[src/rtl/stonyman_adc_capture_if.sv]
// Signal bundle between the Stonyman capture block and its controller, ADC and frame buffer.
// master: controller/ADC/frame-buffer side; slave: the capture block.
interface stonyman_adc_capture_if;
  logic        frame_capture_start;
  logic        adc_capture_start;
  logic        adc_capture_done;
  logic        adc_cs_n;
  logic        adc_sclk;
  logic        adc_sdo;
  logic [11:0] pixel_data;
  logic [13:0] pixel_addr;
  logic        pixel_valid;
  logic        busy;
  logic        overflow;

  modport master (
    output frame_capture_start, adc_capture_start, adc_sdo,
    input  adc_capture_done, adc_cs_n, adc_sclk, pixel_data, pixel_addr,
           pixel_valid, busy, overflow
  );

  modport slave (
    input  frame_capture_start, adc_capture_start, adc_sdo,
    output adc_capture_done, adc_cs_n, adc_sclk, pixel_data, pixel_addr,
           pixel_valid, busy, overflow
  );
endinterface

[src/rtl/stonyman_adc_capture.sv]
// Runs one 16-slot serial ADC conversion per capture request and writes the 12-bit
// sample to the frame buffer at an auto-incrementing address; sticky overflow past NUM_PIXELS.
module stonyman_adc_capture #(
  parameter int SCLK_DIV     = 2,
  parameter int QUIET_CYCLES = 4,
  parameter int NUM_PIXELS   = 12544
) (
  input  logic                   clk,
  input  logic                   reset,
  stonyman_adc_capture_if.slave  bus
);

  typedef enum logic [1:0] {IDLE, CONV, DONE, QUIET} state_t;

  localparam logic [3:0]  DIV_LAST   = 4'(SCLK_DIV - 1);
  localparam logic [3:0]  QUIET_LAST = 4'(QUIET_CYCLES - 1);
  localparam logic [13:0] ADDR_LIMIT = 14'(NUM_PIXELS);

  state_t      state, state_next;
  logic [3:0]  div_cnt;
  logic [3:0]  bit_cnt;
  logic        sclk_high;
  logic [3:0]  quiet_cnt;
  logic [11:0] shift_reg;
  logic [11:0] pixel_data;
  logic [13:0] pixel_addr;
  logic        overflow;

  logic phase_end, sample_now, conv_end, quiet_end, at_limit;
  logic cs_n, sclk, done, valid, busy;

  assign phase_end  = (div_cnt == DIV_LAST);
  assign sample_now = (state == CONV) && !sclk_high && phase_end;
  assign conv_end   = (state == CONV) && sclk_high && phase_end && (bit_cnt == 4'd15);
  assign quiet_end  = (quiet_cnt == QUIET_LAST);
  assign at_limit   = (pixel_addr == ADDR_LIMIT);

  always_ff @(posedge clk or posedge reset) begin
    if (reset) state <= IDLE;
    else       state <= state_next;
  end

  always_comb begin
    state_next = state;
    cs_n       = 1'b1;
    sclk       = 1'b1;
    done       = 1'b0;
    valid      = 1'b0;
    busy       = 1'b1;
    case (state)
      IDLE: begin
        busy = 1'b0;
        if (bus.adc_capture_start) state_next = CONV;
      end
      CONV: begin
        cs_n = 1'b0;
        sclk = sclk_high;
        if (conv_end) state_next = DONE;
      end
      DONE: begin
        done       = 1'b1;
        valid      = !at_limit;
        state_next = QUIET;
      end
      QUIET: begin
        if (quiet_end) state_next = IDLE;
      end
      default: state_next = IDLE;
    endcase
  end

  // Each slot is a low half then a high half of SCLK_DIV cycles; the slot counter advances at the end of the high half.
  always_ff @(posedge clk or posedge reset) begin
    if (reset) begin
      div_cnt   <= '0;
      bit_cnt   <= '0;
      sclk_high <= 1'b0;
      quiet_cnt <= '0;
    end else begin
      if (state == CONV) begin
        if (phase_end) begin
          div_cnt   <= '0;
          sclk_high <= !sclk_high;
          if (sclk_high) bit_cnt <= bit_cnt + 4'd1;
        end else begin
          div_cnt <= div_cnt + 4'd1;
        end
      end else begin
        div_cnt   <= '0;
        bit_cnt   <= '0;
        sclk_high <= 1'b0;
      end
      if (state == QUIET) quiet_cnt <= quiet_cnt + 4'd1;
      else                quiet_cnt <= '0;
    end
  end

  // Only 12 bits are kept: the four leading ADC zeros shift out of the top before the word completes.
  always_ff @(posedge clk or posedge reset) begin
    if (reset) begin
      shift_reg  <= '0;
      pixel_data <= '0;
    end else begin
      if (sample_now) shift_reg <= {shift_reg[10:0], bus.adc_sdo};
      if (conv_end)   pixel_data <= shift_reg;
    end
  end

  // A frame restart wins over the post-write increment; the write itself still uses the old address.
  always_ff @(posedge clk or posedge reset) begin
    if (reset) begin
      pixel_addr <= '0;
      overflow   <= 1'b0;
    end else if (bus.frame_capture_start) begin
      pixel_addr <= '0;
      overflow   <= 1'b0;
    end else if (state == DONE) begin
      if (at_limit) overflow   <= 1'b1;
      else          pixel_addr <= pixel_addr + 14'd1;
    end
  end

  assign bus.adc_cs_n         = cs_n;
  assign bus.adc_sclk         = sclk;
  assign bus.adc_capture_done = done;
  assign bus.pixel_valid      = valid;
  assign bus.busy             = busy;
  assign bus.pixel_data       = pixel_data;
  assign bus.pixel_addr       = pixel_addr;
  assign bus.overflow         = overflow;

endmodule

[src/flat_wrapper.sv]
// flat-port wrapper written by rule: the top's interface ports become plain ports
module stonyman_adc_capture_flat 
#(
  parameter int SCLK_DIV     = 2,
  parameter int QUIET_CYCLES = 4,
  parameter int NUM_PIXELS   = 12544
)
  (clk, reset, bus_frame_capture_start, bus_adc_capture_start, bus_adc_sdo, bus_adc_capture_done, bus_adc_cs_n, bus_adc_sclk, bus_pixel_data, bus_pixel_addr, bus_pixel_valid, bus_busy, bus_overflow);
  stonyman_adc_capture_if bus_i ();
  input  logic clk;
  input  logic reset;
  input wire logic [$bits(bus_i.frame_capture_start)-1:0] bus_frame_capture_start;
  input wire logic [$bits(bus_i.adc_capture_start)-1:0] bus_adc_capture_start;
  input wire logic [$bits(bus_i.adc_sdo)-1:0] bus_adc_sdo;
  output wire logic [$bits(bus_i.adc_capture_done)-1:0] bus_adc_capture_done;
  output wire logic [$bits(bus_i.adc_cs_n)-1:0] bus_adc_cs_n;
  output wire logic [$bits(bus_i.adc_sclk)-1:0] bus_adc_sclk;
  output wire logic [$bits(bus_i.pixel_data)-1:0] bus_pixel_data;
  output wire logic [$bits(bus_i.pixel_addr)-1:0] bus_pixel_addr;
  output wire logic [$bits(bus_i.pixel_valid)-1:0] bus_pixel_valid;
  output wire logic [$bits(bus_i.busy)-1:0] bus_busy;
  output wire logic [$bits(bus_i.overflow)-1:0] bus_overflow;
  assign bus_i.frame_capture_start = bus_frame_capture_start;
  assign bus_i.adc_capture_start = bus_adc_capture_start;
  assign bus_i.adc_sdo = bus_adc_sdo;
  assign bus_adc_capture_done = bus_i.adc_capture_done;
  assign bus_adc_cs_n = bus_i.adc_cs_n;
  assign bus_adc_sclk = bus_i.adc_sclk;
  assign bus_pixel_data = bus_i.pixel_data;
  assign bus_pixel_addr = bus_i.pixel_addr;
  assign bus_pixel_valid = bus_i.pixel_valid;
  assign bus_busy = bus_i.busy;
  assign bus_overflow = bus_i.overflow;
  stonyman_adc_capture #(.SCLK_DIV(SCLK_DIV), .QUIET_CYCLES(QUIET_CYCLES), .NUM_PIXELS(NUM_PIXELS)) u_core (.clk(clk), .reset(reset), .bus(bus_i));
endmodule
[config.mk]
export PLATFORM = sky130hd
export DESIGN_NAME = stonyman_adc_capture_flat
export DESIGN_NICKNAME = d
export VERILOG_FILES = /design/src/rtl/stonyman_adc_capture_if.sv /design/src/rtl/stonyman_adc_capture.sv /design/src/flat_wrapper.sv
export SDC_FILE = /design/constraint.sdc
export NUM_CORES = 1
export LEC_CHECK = 0
export ABC_AREA = 1
export BUFFER_PORTS_ARGS = -buffer_cell sky130_fd_sc_hd__buf_4
export CAP_MARGIN = 20
export CORE_MARGIN = 5
export CORE_UTILIZATION = 40
export DETAILED_ROUTE_END_ITERATION = 8
export PLACE_DENSITY = 0.66
export SYNTH_ARGS = -nofsm -noshare
export SYNTH_HDL_FRONTEND = slang
export SYNTH_SLANG_ARGS = --single-unit
[constraint.sdc]
create_clock -name clk -period 1.7 [get_ports clk]
set_input_delay 0 -clock clk [delete_from_list [all_inputs] [get_ports clk]]
set_output_delay 0 -clock clk [all_outputs]
set_load 0.005 [all_outputs]
==> flow_metrics.env <==
export IMPL_r2r_start="u_core.bus.pixel_addr[0]$_DFFE_PP0P_"
export IMPL_globalRoute_totalOverflow=0
export IMPL_synth_compound_area_share=0.0988
export IMPL_min_path_type="input port to flip-flop"
export IMPL_grt_max_degree=55
export IMPL_report_final_setup_viol=0
export IMPL_total_power_w=0.00348
export IMPL_post_synth_and_or_nand_nor_area_fraction=0.250
export IMPL_flow_area_growth_from_synthesis_pct=20.8
export IMPL_clock_tree_from_tritoncts="done"
export IMPL_synth_top_family_by_area="simple AND/OR/NAND/NOR gates"
export IMPL_power_per_cell_area_mw_per_mm2=1050
export IMPL_worst_hold_path_endpoint="u_core.state[1]$_DFFE_PP0P_"
export IMPL_timing_final_max_slew_violations=0
export IMPL_cells_after_synth=325
export IMPL_end_kind="flip-flop"
export IMPL_worst_ep_required_time_ns=1.91
export IMPL_synth_cell_count_leaders="88 x nand2_1, 54 x dfrtp_1, 42 x inv_1, 30 x o21ai_0, 24 x nand3_1"
export IMPL_synth_seq_cells=54
export IMPL_min_delay_path_depth=4
export IMPL_dominant_register_cell_in_the_synthesized_netlist="dfrtp_1"
export IMPL_h_tree_depth=2
export IMPL_final_setup_skew_ns=0.0129
export IMPL_placed_wire_length_estimate_um=4040
export IMPL_detail_route_wl_per_cell_um=12.0
export IMPL_max_cap_violations=0
export IMPL_drtAntennaViolNets=0
export IMPL_postCtsSetupRepairBufs=0
export IMPL_avgViaCountPerCell=4.79
export IMPL_cts_buffer_depth=2
export IMPL_worst_path_max_fanout=27
export IMPL_floorplan_initialDensity=0.407
export IMPL_hold_start="bus_adc_capture_start"
export IMPL_num_antenna_cells=0
export IMPL_routed_wl_um=5490
export IMPL_achievable_frequency_mhz=635
export IMPL_post_route_cells_drive_above_1_share=0.213
export IMPL_layout_setup_ws_ns=0.125
export IMPL_synth_cell_area_mm2=0.00274
export IMPL_ctsRootBufferMaster="clkbuf_8"
export IMPL_min_period_over_period=0.926
export IMPL_yosys_top_cells_area="dfrtp_1 49%, nand2_1 12%, inv_1 5.8%"
export IMPL_final_net_count=391
export IMPL_fill_cells=663
export IMPL_finish_cell_count_without_fillers=456
export IMPL_cts_buffers=5
export IMPL_port_buffers=36
export IMPL_logic_depth_of_the_worst_register_to_register_path=9
export IMPL_yosys_warning_total=0
export IMPL_hold_viol=0
export IMPL_maxSlewHeadroom=0.731
export IMPL_static_leakage_power_nw=1.62
export IMPL_worst_setup_path_type="flip-flop to flip-flop"
export IMPL_outcome="complete, no violations"
export IMPL_synth_top_cell_area_share=0.494
export IMPL_final_period_minus_worst_setup_slack_ns=1.57
export IMPL_clock_sinks=54
export IMPL_ys_async_sr_fraction=1.00
export IMPL_synthesized_area_fraction_occupied_by_xor_and_xnor_cells=0.0224
export IMPL_yosys_area_share_adder=0.0503
export IMPL_antenna_violations_before_repair=0
export IMPL_largest_reg_flops=14
export IMPL_sequential_share_of_the_synthesized_area=0.494
export IMPL_dpl_worst_slack_ns=0.0773
export IMPL_clk_insertion_delay_late_ns=0.31
export IMPL_muxShareOfSynthArea=0.00366
export IMPL_placed_cells_incl_taps=445
export IMPL_rsz0062_at_grt="false"
export IMPL_synthMostInstantiatedCell="nand2_1"
export IMPL_critical_path_arrival_ns=1.78
export IMPL_reg2reg_to="u_core.bus.pixel_addr[4]$_DFFE_PP0P_"
export IMPL_vias_in_the_first_global_route=2182
export IMPL_count_of_routing_violations_after_the_opening_detailed_route_iteration=97
export IMPL_ios=37
export IMPL_drc=0
export IMPL_timing_setup_tns_ns=0
export IMPL_startpoint_type="flip-flop"
export IMPL_die_y_um=92.7
export IMPL_die_x_extent_um=92.7
export IMPL_cts_clk_slew_worst_paths_ns=0.10
export IMPL_core_area_mm2=0.00672
export IMPL_post_synth_num_cell_types=28
export IMPL_post_syn_area_per_cell_um2=8.42
export IMPL_drt_first_pass_iters=4
export IMPL_gr_util_all_layers=0.138
export IMPL_vdd_drop_max_mv=0.406
export IMPL_yosys_area_top_type="dfrtp_1"
export IMPL_synth_edff_count=0
export IMPL_dieArea_mm2=0.00860
export IMPL_worst_r2r_setup_slack_ns=0.13
export IMPL_rows=30
export IMPL_first_pass_grt_wire_length_um=9800
export IMPL_crit_path_start="u_core.bus.pixel_addr[0]$_DFFE_PP0P_"
export IMPL_slew_of_the_pin_with_the_lowest_slew_margin_ns=0.402
export IMPL_syn_nets=341
export IMPL_num_vias=2183
export IMPL_routabilityCongestion=0.769
==> worst max path at each step <==
stage / to / slack (ns) / cells past startpoint
after floorplan: u_core.shift_reg[1]$_DFFE_PP0P_ / 0.24 / 8
after global placement: u_core.bus.pixel_addr[3]$_DFFE_PP0P_ / 0.17 / 9
after detailed placement: u_core.bus.pixel_addr[4]$_DFFE_PP0P_ / 0.08 / 9
after CTS: u_core.bus.pixel_addr[4]$_DFFE_PP0P_ / 0.06 / 9
after global routing: u_core.bus.pixel_addr[4]$_DFFE_PP0P_ / 0.002 / 9
final: u_core.bus.pixel_addr[4]$_DFFE_PP0P_ / 0.13 / 9
==> routing by layer <==
layer / global-route usage / vias up / share of wire
met5: 0 / - / 0
met4: 0.0403 / 0 / 0.0073
met3: 0.0252 / 2 / 0.022
met2: 0.242 / 20 / 0.51
met1: 0.173 / 1030 / 0.46
li1: - / 1131 / -
==> final cells by class <==
type                    count  area, um^2  share of cell area
clock buffers               5        68.8              0.0208
repair buffers             51         403               0.122
flip-flops and latches     54        1350               0.409
inverters                  43         161              0.0488
multi-input cells         220        1170               0.355
well taps                  80         100              0.0303
clock inverters             3        47.5              0.0144
==> through the flow <==
step / instance area [um^2] / hold WS (ns) / utilization
floorplan: 2740 / 0.0631 / -
global placement: 3150 / 0.0862 / 0.469
detailed placement: 3150 / 0.0901 / 0.469
CTS: 3290 / 0.0963 / 0.490
global route: 3310 / 0.126 / 0.492
finish: 3310 / 0.101 / 0.492
==> placed cells by master (no fill, tap or decap) <==
cell type      count
a21oi_1            5
buf_12             1
buf_4             47
bufinv_16          1
clkbuf_8           5
dfrtp_1           54
dlygate4sd3_1      3
ha_1              10
ha_2               1
inv_1             41
inv_2              2
inv_6              2
mux2i_1            1
nand2_1           88
nand2_8            1
nand3_1           24
nand3_2            2
nand4_1            7
nand4_2            1
nor2_1            21
nor2_2             6
nor2_4             1
nor3_1             1
o21a_1             1
o21ai_0           30
o21ai_1            2
o21ai_2            8
o21bai_1           1
or2_2              2
xnor2_1            2
xor2_1             5
==> worst max-delay path, stage by stage, from the launching register on <==
cell and delay, ns:
dfrtp_1 0.45, inv_1 0.09, ha_1 0.17, nand2_1 0.07, nor2_2 0.14, nand3_2 0.13
nand2_8 0.21, inv_1 0.09, nand2_1 0.07, nand2_1 0.05
==> cells by family after synthesis <==
group,Yosys count
buffers and inverters,51
AOI/OAI and AO/OA,47
adders and majority gates,11
DFF,54
xor gates and xnor gates,7
muxes,1
and+or+nand+nor,154
==> power by group <==
| group | switching [W] | leakage [nW] | internal, W |
|---|---|---|---|
| clock network | 0.000446 | 0.0591 | 0.000450 |
| registers | 0.000134 | 0.741 | 0.00143 |
| logic | 0.000606 | 0.818 | 0.000408 |
==> what timing repair did <==
item	in CTS	in global routing
endpoints found under the setup margin	0	12
resized for setup	0	2
endpoints found under the hold margin	58	0
hold buffers	3	0
Power figures use the tool's default switching activity.
